**config.mk**
```make
export PLATFORM = sky130hd
export DESIGN_NAME = izigzag_reorder
export DESIGN_NICKNAME = d
export VERILOG_FILES = /design/src/rtl/izigzag_reorder.sv
export SDC_FILE = /design/constraint.sdc
export NUM_CORES = 1
export LEC_CHECK = 0
export BUFFER_PORTS_ARGS = -buffer_cell sky130_fd_sc_hd__buf_4
export CORE_MARGIN = 2
export CORE_UTILIZATION = 45
export CTS_CLUSTER_DIAMETER = 150
export CTS_CLUSTER_SIZE = 40
export DETAILED_ROUTE_END_ITERATION = 6
export GPL_ROUTABILITY_DRIVEN = 0
export PLACE_DENSITY_LB_ADDON = 0.08
export SLEW_MARGIN = 20
export SYNTH_ARGS = -nofsm -noshare
export SYNTH_HDL_FRONTEND = slang
export SYNTH_SLANG_ARGS = --single-unit
```
**constraint.sdc**
```tcl
create_clock -name clk -period 5.35 [get_ports clk]
set_input_delay 1.07 -clock clk [delete_from_list [all_inputs] [get_ports clk]]
set_output_delay 1.07 -clock clk [all_outputs]
set_load 0.005 [all_outputs]
```
**src/rtl/izigzag_reorder.sv**
```systemverilog
// Inverse zigzag reorder for the decoder path.
// Takes 64 coefficients per 8x8 block in JPEG zigzag scan order and emits
// them in raster order (index = 8*row + col). Two 64-entry banks form a
// ping-pong buffer, so one block can be written while the previous one is
// read out at one coefficient per cycle.
//
// Ports:
//   clk, rst           clock, synchronous active-high reset
//   in_valid/in_ready  write handshake; in_ready is low only when the bank
//                      being written still holds an unread block
//   in_data            coefficient in zigzag order
//   in_sob             start-of-block marker, expected with the first word
//   out_valid/out_ready read handshake, registered output stage
//   out_data           coefficient in raster order
//   out_idx            raster index of out_data
//   out_sob            high with out_idx == 0
//   err_sob            one-cycle pulse when in_sob arrives mid-block
module izigzag_reorder #(
    parameter int unsigned DWIDTH = 12
) (
    input  logic              clk,
    input  logic              rst,
    input  logic              in_valid,
    output logic              in_ready,
    input  logic [DWIDTH-1:0] in_data,
    input  logic              in_sob,
    output logic              out_valid,
    input  logic              out_ready,
    output logic [DWIDTH-1:0] out_data,
    output logic [5:0]        out_idx,
    output logic              out_sob,
    output logic              err_sob
);

    localparam int unsigned IDX_W  = 6;
    localparam int unsigned ADDR_W = IDX_W + 1;
    localparam int unsigned DEPTH  = 2 ** ADDR_W;
    localparam logic [IDX_W-1:0] LAST_IDX = IDX_W'(63);

    // Zigzag scan position -> raster index (standard JPEG table).
    function automatic logic [IDX_W-1:0] zz2r(input logic [IDX_W-1:0] k);
        logic [IDX_W-1:0] r;
        r = '0;
        case (k)
            6'd0:  r = 6'd0;
            6'd1:  r = 6'd1;
            6'd2:  r = 6'd8;
            6'd3:  r = 6'd16;
            6'd4:  r = 6'd9;
            6'd5:  r = 6'd2;
            6'd6:  r = 6'd3;
            6'd7:  r = 6'd10;
            6'd8:  r = 6'd17;
            6'd9:  r = 6'd24;
            6'd10: r = 6'd32;
            6'd11: r = 6'd25;
            6'd12: r = 6'd18;
            6'd13: r = 6'd11;
            6'd14: r = 6'd4;
            6'd15: r = 6'd5;
            6'd16: r = 6'd12;
            6'd17: r = 6'd19;
            6'd18: r = 6'd26;
            6'd19: r = 6'd33;
            6'd20: r = 6'd40;
            6'd21: r = 6'd48;
            6'd22: r = 6'd41;
            6'd23: r = 6'd34;
            6'd24: r = 6'd27;
            6'd25: r = 6'd20;
            6'd26: r = 6'd13;
            6'd27: r = 6'd6;
            6'd28: r = 6'd7;
            6'd29: r = 6'd14;
            6'd30: r = 6'd21;
            6'd31: r = 6'd28;
            6'd32: r = 6'd35;
            6'd33: r = 6'd42;
            6'd34: r = 6'd49;
            6'd35: r = 6'd56;
            6'd36: r = 6'd57;
            6'd37: r = 6'd50;
            6'd38: r = 6'd43;
            6'd39: r = 6'd36;
            6'd40: r = 6'd29;
            6'd41: r = 6'd22;
            6'd42: r = 6'd15;
            6'd43: r = 6'd23;
            6'd44: r = 6'd30;
            6'd45: r = 6'd37;
            6'd46: r = 6'd44;
            6'd47: r = 6'd51;
            6'd48: r = 6'd58;
            6'd49: r = 6'd59;
            6'd50: r = 6'd52;
            6'd51: r = 6'd45;
            6'd52: r = 6'd38;
            6'd53: r = 6'd31;
            6'd54: r = 6'd39;
            6'd55: r = 6'd46;
            6'd56: r = 6'd53;
            6'd57: r = 6'd60;
            6'd58: r = 6'd61;
            6'd59: r = 6'd54;
            6'd60: r = 6'd47;
            6'd61: r = 6'd55;
            6'd62: r = 6'd62;
            6'd63: r = 6'd63;
            default: r = '0;
        endcase
        return r;
    endfunction

    // Both banks share one array; the top address bit selects the bank.
    logic [DWIDTH-1:0] mem [DEPTH];

    logic [1:0]       full;
    logic             wr_bank;
    logic             rd_bank;
    logic [IDX_W-1:0] wr_cnt;
    logic [IDX_W-1:0] rd_cnt;

    logic             wr_acc_c;
    logic             sob_err_c;
    logic [IDX_W-1:0] wr_idx_c;
    logic [ADDR_W-1:0] wr_addr_c;
    logic [ADDR_W-1:0] rd_addr_c;
    logic             wr_done_c;
    logic             rd_load_c;
    logic             rd_done_c;
    logic [1:0]       full_nxt_c;
    logic             wr_bank_nxt_c;

    // Write/read decode and next-state of the shared bank flags.
    always_comb begin
        wr_acc_c  = in_valid && in_ready;
        sob_err_c = wr_acc_c && in_sob && (wr_cnt != '0);
        // A misplaced in_sob restarts the block: this word becomes index 0.
        wr_idx_c  = sob_err_c ? '0 : wr_cnt;
        wr_addr_c = {wr_bank, zz2r(wr_idx_c)};
        wr_done_c = wr_acc_c && (wr_idx_c == LAST_IDX);

        rd_load_c = full[rd_bank] && (!out_valid || out_ready);
        rd_done_c = rd_load_c && (rd_cnt == LAST_IDX);
        rd_addr_c = {rd_bank, rd_cnt};

        // Completing write and completing read always hit different banks.
        full_nxt_c = full;
        if (wr_done_c) begin
            full_nxt_c[wr_bank] = 1'b1;
        end
        if (rd_done_c) begin
            full_nxt_c[rd_bank] = 1'b0;
        end
        wr_bank_nxt_c = wr_bank ^ wr_done_c;
    end

    // Coefficient storage; contents survive reset.
    always_ff @(posedge clk) begin
        if (wr_acc_c && !rst) begin
            mem[wr_addr_c] <= in_data;
        end
    end

    // Control state and registered outputs.
    always_ff @(posedge clk) begin
        if (rst) begin
            full      <= 2'b00;
            wr_bank   <= 1'b0;
            rd_bank   <= 1'b0;
            wr_cnt    <= '0;
            rd_cnt    <= '0;
            in_ready  <= 1'b1;
            out_valid <= 1'b0;
            out_data  <= '0;
            out_idx   <= '0;
            out_sob   <= 1'b0;
            err_sob   <= 1'b0;
        end else begin
            full    <= full_nxt_c;
            wr_bank <= wr_bank_nxt_c;
            // Derived from next-state flags so it equals !full[wr_bank] of
            // the coming cycle; a freed bank is writable one cycle later.
            in_ready <= !full_nxt_c[wr_bank_nxt_c];
            err_sob  <= sob_err_c;

            if (wr_acc_c) begin
                wr_cnt <= IDX_W'(wr_idx_c + IDX_W'(1));
            end

            if (rd_load_c) begin
                out_valid <= 1'b1;
                out_data  <= mem[rd_addr_c];
                out_idx   <= rd_cnt;
                out_sob   <= (rd_cnt == '0);
                rd_cnt    <= IDX_W'(rd_cnt + IDX_W'(1));
                if (rd_done_c) begin
                    rd_bank <= ~rd_bank;
                end
            end else if (out_ready) begin
                out_valid <= 1'b0;
            end
        end
    end

endmodule

```
==> metrics.md <==
| Metric | Value |
|---|---|
| Status | finished, final reports clean |
| Post-layout util | 49.2% |
| Setup ws final | 0.751 ns |
| Vias in the first global route | 30900 |
| Final #Nets | 3200 |
| Cell Rows | 136 |
| Critical path cell sequence | nand3_1 -> nand2_1 -> ha_1 -> nand2_1 -> o2111ai_1 -> a41oi_1 -> o32ai_1 -> nand2b_1 -> buf_4 -> nor3_2 |
| GR Util All Layers | 24.0% |
| Seq/Total Area, Yosys | 75.0% |
| Fraction of layout cells with a size suffix above 1 | 25.3% |
| Pre-CTS setup slack | 0.111 ns |
| Top-count cell post-synth | edfxtp_1 |
| Fin. Hold Viols | 0 |
| Leading area contributor after synthesis | edfxtp_1 |
| Vias post-DR | 31000 |
| Diode count | 0 |
| TritonCTS clock tree | done |
| Critical Path Most Common Cell | nand2_1 |
| Clk pin slew, worst setup/hold paths | 0.16 ns |
| Startpoint types | flop |
| RSZ-0062 raised after global routing | false |
| Clock Skew | 0.0651 ns |
| Xor/xnor share of the synthesized area | 0.168% |
| Initial antenna violation count | 4 |
| WL/cell | 34.2 µm |
| # clock sinks | 1574 |
| Crit path largest cell delay | 0.84 ns |
| H-Tree Depth | 2 |
| Maximum fanout along the worst path | 12 |
| Max-Slew Margin vs Limit | 15.7% |
| Clock tree buffer depth | 3 |
| Post-synth ARST share | 0% |
| Synth Area in Adders | 0.440% |
| CP endpoint kind | flop |
| Power per cell area | 283 nW/µm² |
| Post-synthesis compound-gate area fraction | 3.17% |
| Total Power | 19.2 mW |
| WP buf/inv | 1 |
| Antenna Nets Post-Route | 0 |
| Unique masters post-synth | 77 |
| Worst skew pair latency | 0.73 ns |
| # port buffers | 38 |
| Pin count of the biggest net entering global routing | 91 |
| Final setup vio count | 0 |
| Final Cell Area | 67700 µm² |
| Crit Path Class | reg -> reg |
| Synth Area in Simple Gates | 3.49% |
| Initial core utilization | 45.4% |
| Fmax | 0.217 GHz |
| FF+latch area | 46900 µm² |
| Post-CTS setup buffer count | 0 |
| Detail Placement HPWL | 110000 µm |
| Resize count post-CTS | 0 |
| Setup_tns | 0 ns |
| Post-route DRC | 0 |
| DRT Pass-1 Iters | 6 |
| Area of the core | 138000 µm² |
| Post-Syn Area per Cell | 20.4 µm² |
| Crit-path leading delay family | simple AND/OR/NAND/NOR gates |
| Die height | 377 µm |
| GRT overflow | 0 |
| Mapped Nets | 3107 |
| DRT iter0 DRCs | 3950 |
| Width of the die | 377 µm |
| Synth cell count leaders | edfxtp_1, mux4_2, mux2i_1 |
| Number of enable flip-flop cells after synthesis | 1536 |
| Slew @ Worst Pin | 1.25 ns |
| Multi-input logic area | 15200 µm² |
| Largest family of logic cells by synthesized area | multiplexers |
| First-pass GRT wire length | 240000 µm |
| Post-synth top area share | 73.8% |
| Area after DPL | 66300 µm² |
| Static leakage | 20.0 nW |
| Slowest CP cell | nor3_2 |
| WL final | 170000 µm |
| I/O Pins | 39 |
| Final-layout fill cell count | 11100 |
| Area added between synthesis and finish | 8.25% |
| Final period utilization | 86.0% |
| CTS hold repair buffers | 0 |
| Yosys reg bits | 1574 |
| Worst Path Arrival | 4.93 ns |
| Synth area leaders | edfxtp_1, mux4_2, mux2i_1 |
| VDD IR-drop max | 0.000210 V |
| Synth Instances | 3068 |
| Final hold slack | 0.475 ns |
| Multiplexer share of the synthesized area | 16.0% |
| Die area | 142000 µm² |
| Synth Cell Area | 62500 µm² |
| Placed cells | 4907 |
| Root buf cell | clkbuf_16 |
| Vias per std cell | 6.21 |
| Critical Path RT | 5.68 ns |
| Yosys warning count | 0 |
| Final Slew Violations | 0 |
| Synth Flop Type | edfxtp_1 |
| Max-cap violations | 0 |
| Fin cells | 4983 |
| Hold Path Class | reg -> reg |
| Fin crit period | 4.60 ns |
| CTS buffer count | 45 |
-- final cells by class --
class	instances	area share [%]
timing repair buffer	240	2.90
multi-input combinational	1281	22.4
sequential	1574	69.3
clock buffer	73	1.90
clock inverter	2	0.0573
inverter	19	0.111
tap	1794	3.32
-- placed cells by master, fill, tap and decap left out, types with 11 or more instances in the layout --
cell       instances
nor3_2            89
a211oi_1          14
mux4_2           373
edfxtp_1        1536
o211ai_1          12
buf_12            11
nand2b_1          11
inv_1             15
a2111oi_0         13
nor2_1            58
clkbuf_16         47
nand3_1           36
nand2_1          124
nor2b_1           14
mux2i_1          153
clkbuf_1          25
a21oi_1           52
ha_1              22
o2111ai_1         13
o21ai_0           18
nor3_1            15
buf_4            227
xnor2_1           11
and2_1            20
a31oi_1           14
dfxtp_1           33
a22oi_1           54
-- worst paths after layout --
check / end / cells after the start / slack [ns] / from
worst max-delay path: mem[2][11]$_DFFE_PP_ / 10 / 0.75 / in_ready$_SDFF_PP1_
worst min-delay path: out_idx[2]$_SDFFE_PP0P_ / 2 / 0.48 / out_idx[2]$_SDFFE_PP0P_
worst max register to register: mem[2][11]$_DFFE_PP_ / 10 / 0.75 / in_ready$_SDFF_PP1_
worst min register to register: out_idx[2]$_SDFFE_PP0P_ / 2 / 0.48 / out_idx[2]$_SDFFE_PP0P_
-- flip-flops by register name, summed over array words and instances, names as in the netlist --
register,count
out_idx,6
mem,1536
out_valid,1
wr_cnt,6
rd_bank,1
err_sob,1
wr_bank,1
rd_cnt,6
out_data,12
full,2
in_ready,1
out_sob,1
-- routing by layer --
metal / share of wire [%] / GRT usage, % / vias up
li1: - / - / 12800
met2: 49 / 39.5 / 1053
met3: 5.7 / 2.45 / 160
met1: 43 / 35.2 / 16900
met5: 0 / 0 / -
met4: 2.1 / 5.02 / 0
-- logic make-up after synthesis --
| kind of cell | after synthesis |
|---|---|
| adders and majority gates | 22 |
| DFF | 1574 |
| muxes | 530 |
| and+or+nand+nor | 448 |
| xor gates and xnor gates | 12 |
| AOI/OAI and AO/OA | 269 |
| buffers and inverters | 213 |
-- power breakdown --
part / switching, mW / internal [mW] / total (mW)
combinational: 0.379 / 0.0710 / 0.450
sequential: 0.00349 / 13.5 / 13.5
clock: 3.49 / 1.70 / 5.19
total: 3.87 / 15.3 / 19.2
-- worst reg2reg max path: stages (launching register included) --
cell and delay (ns):
dfxtp_1 0.57, nand3_1 0.22, nand2_1 0.29, ha_1 0.41, nand2_1 0.22, o2111ai_1 0.15, a41oi_1 0.36, o32ai_1 0.22
nand2b_1 0.54, buf_4 0.36, nor3_2 0.84
Power figures use the tool's default switching activity.
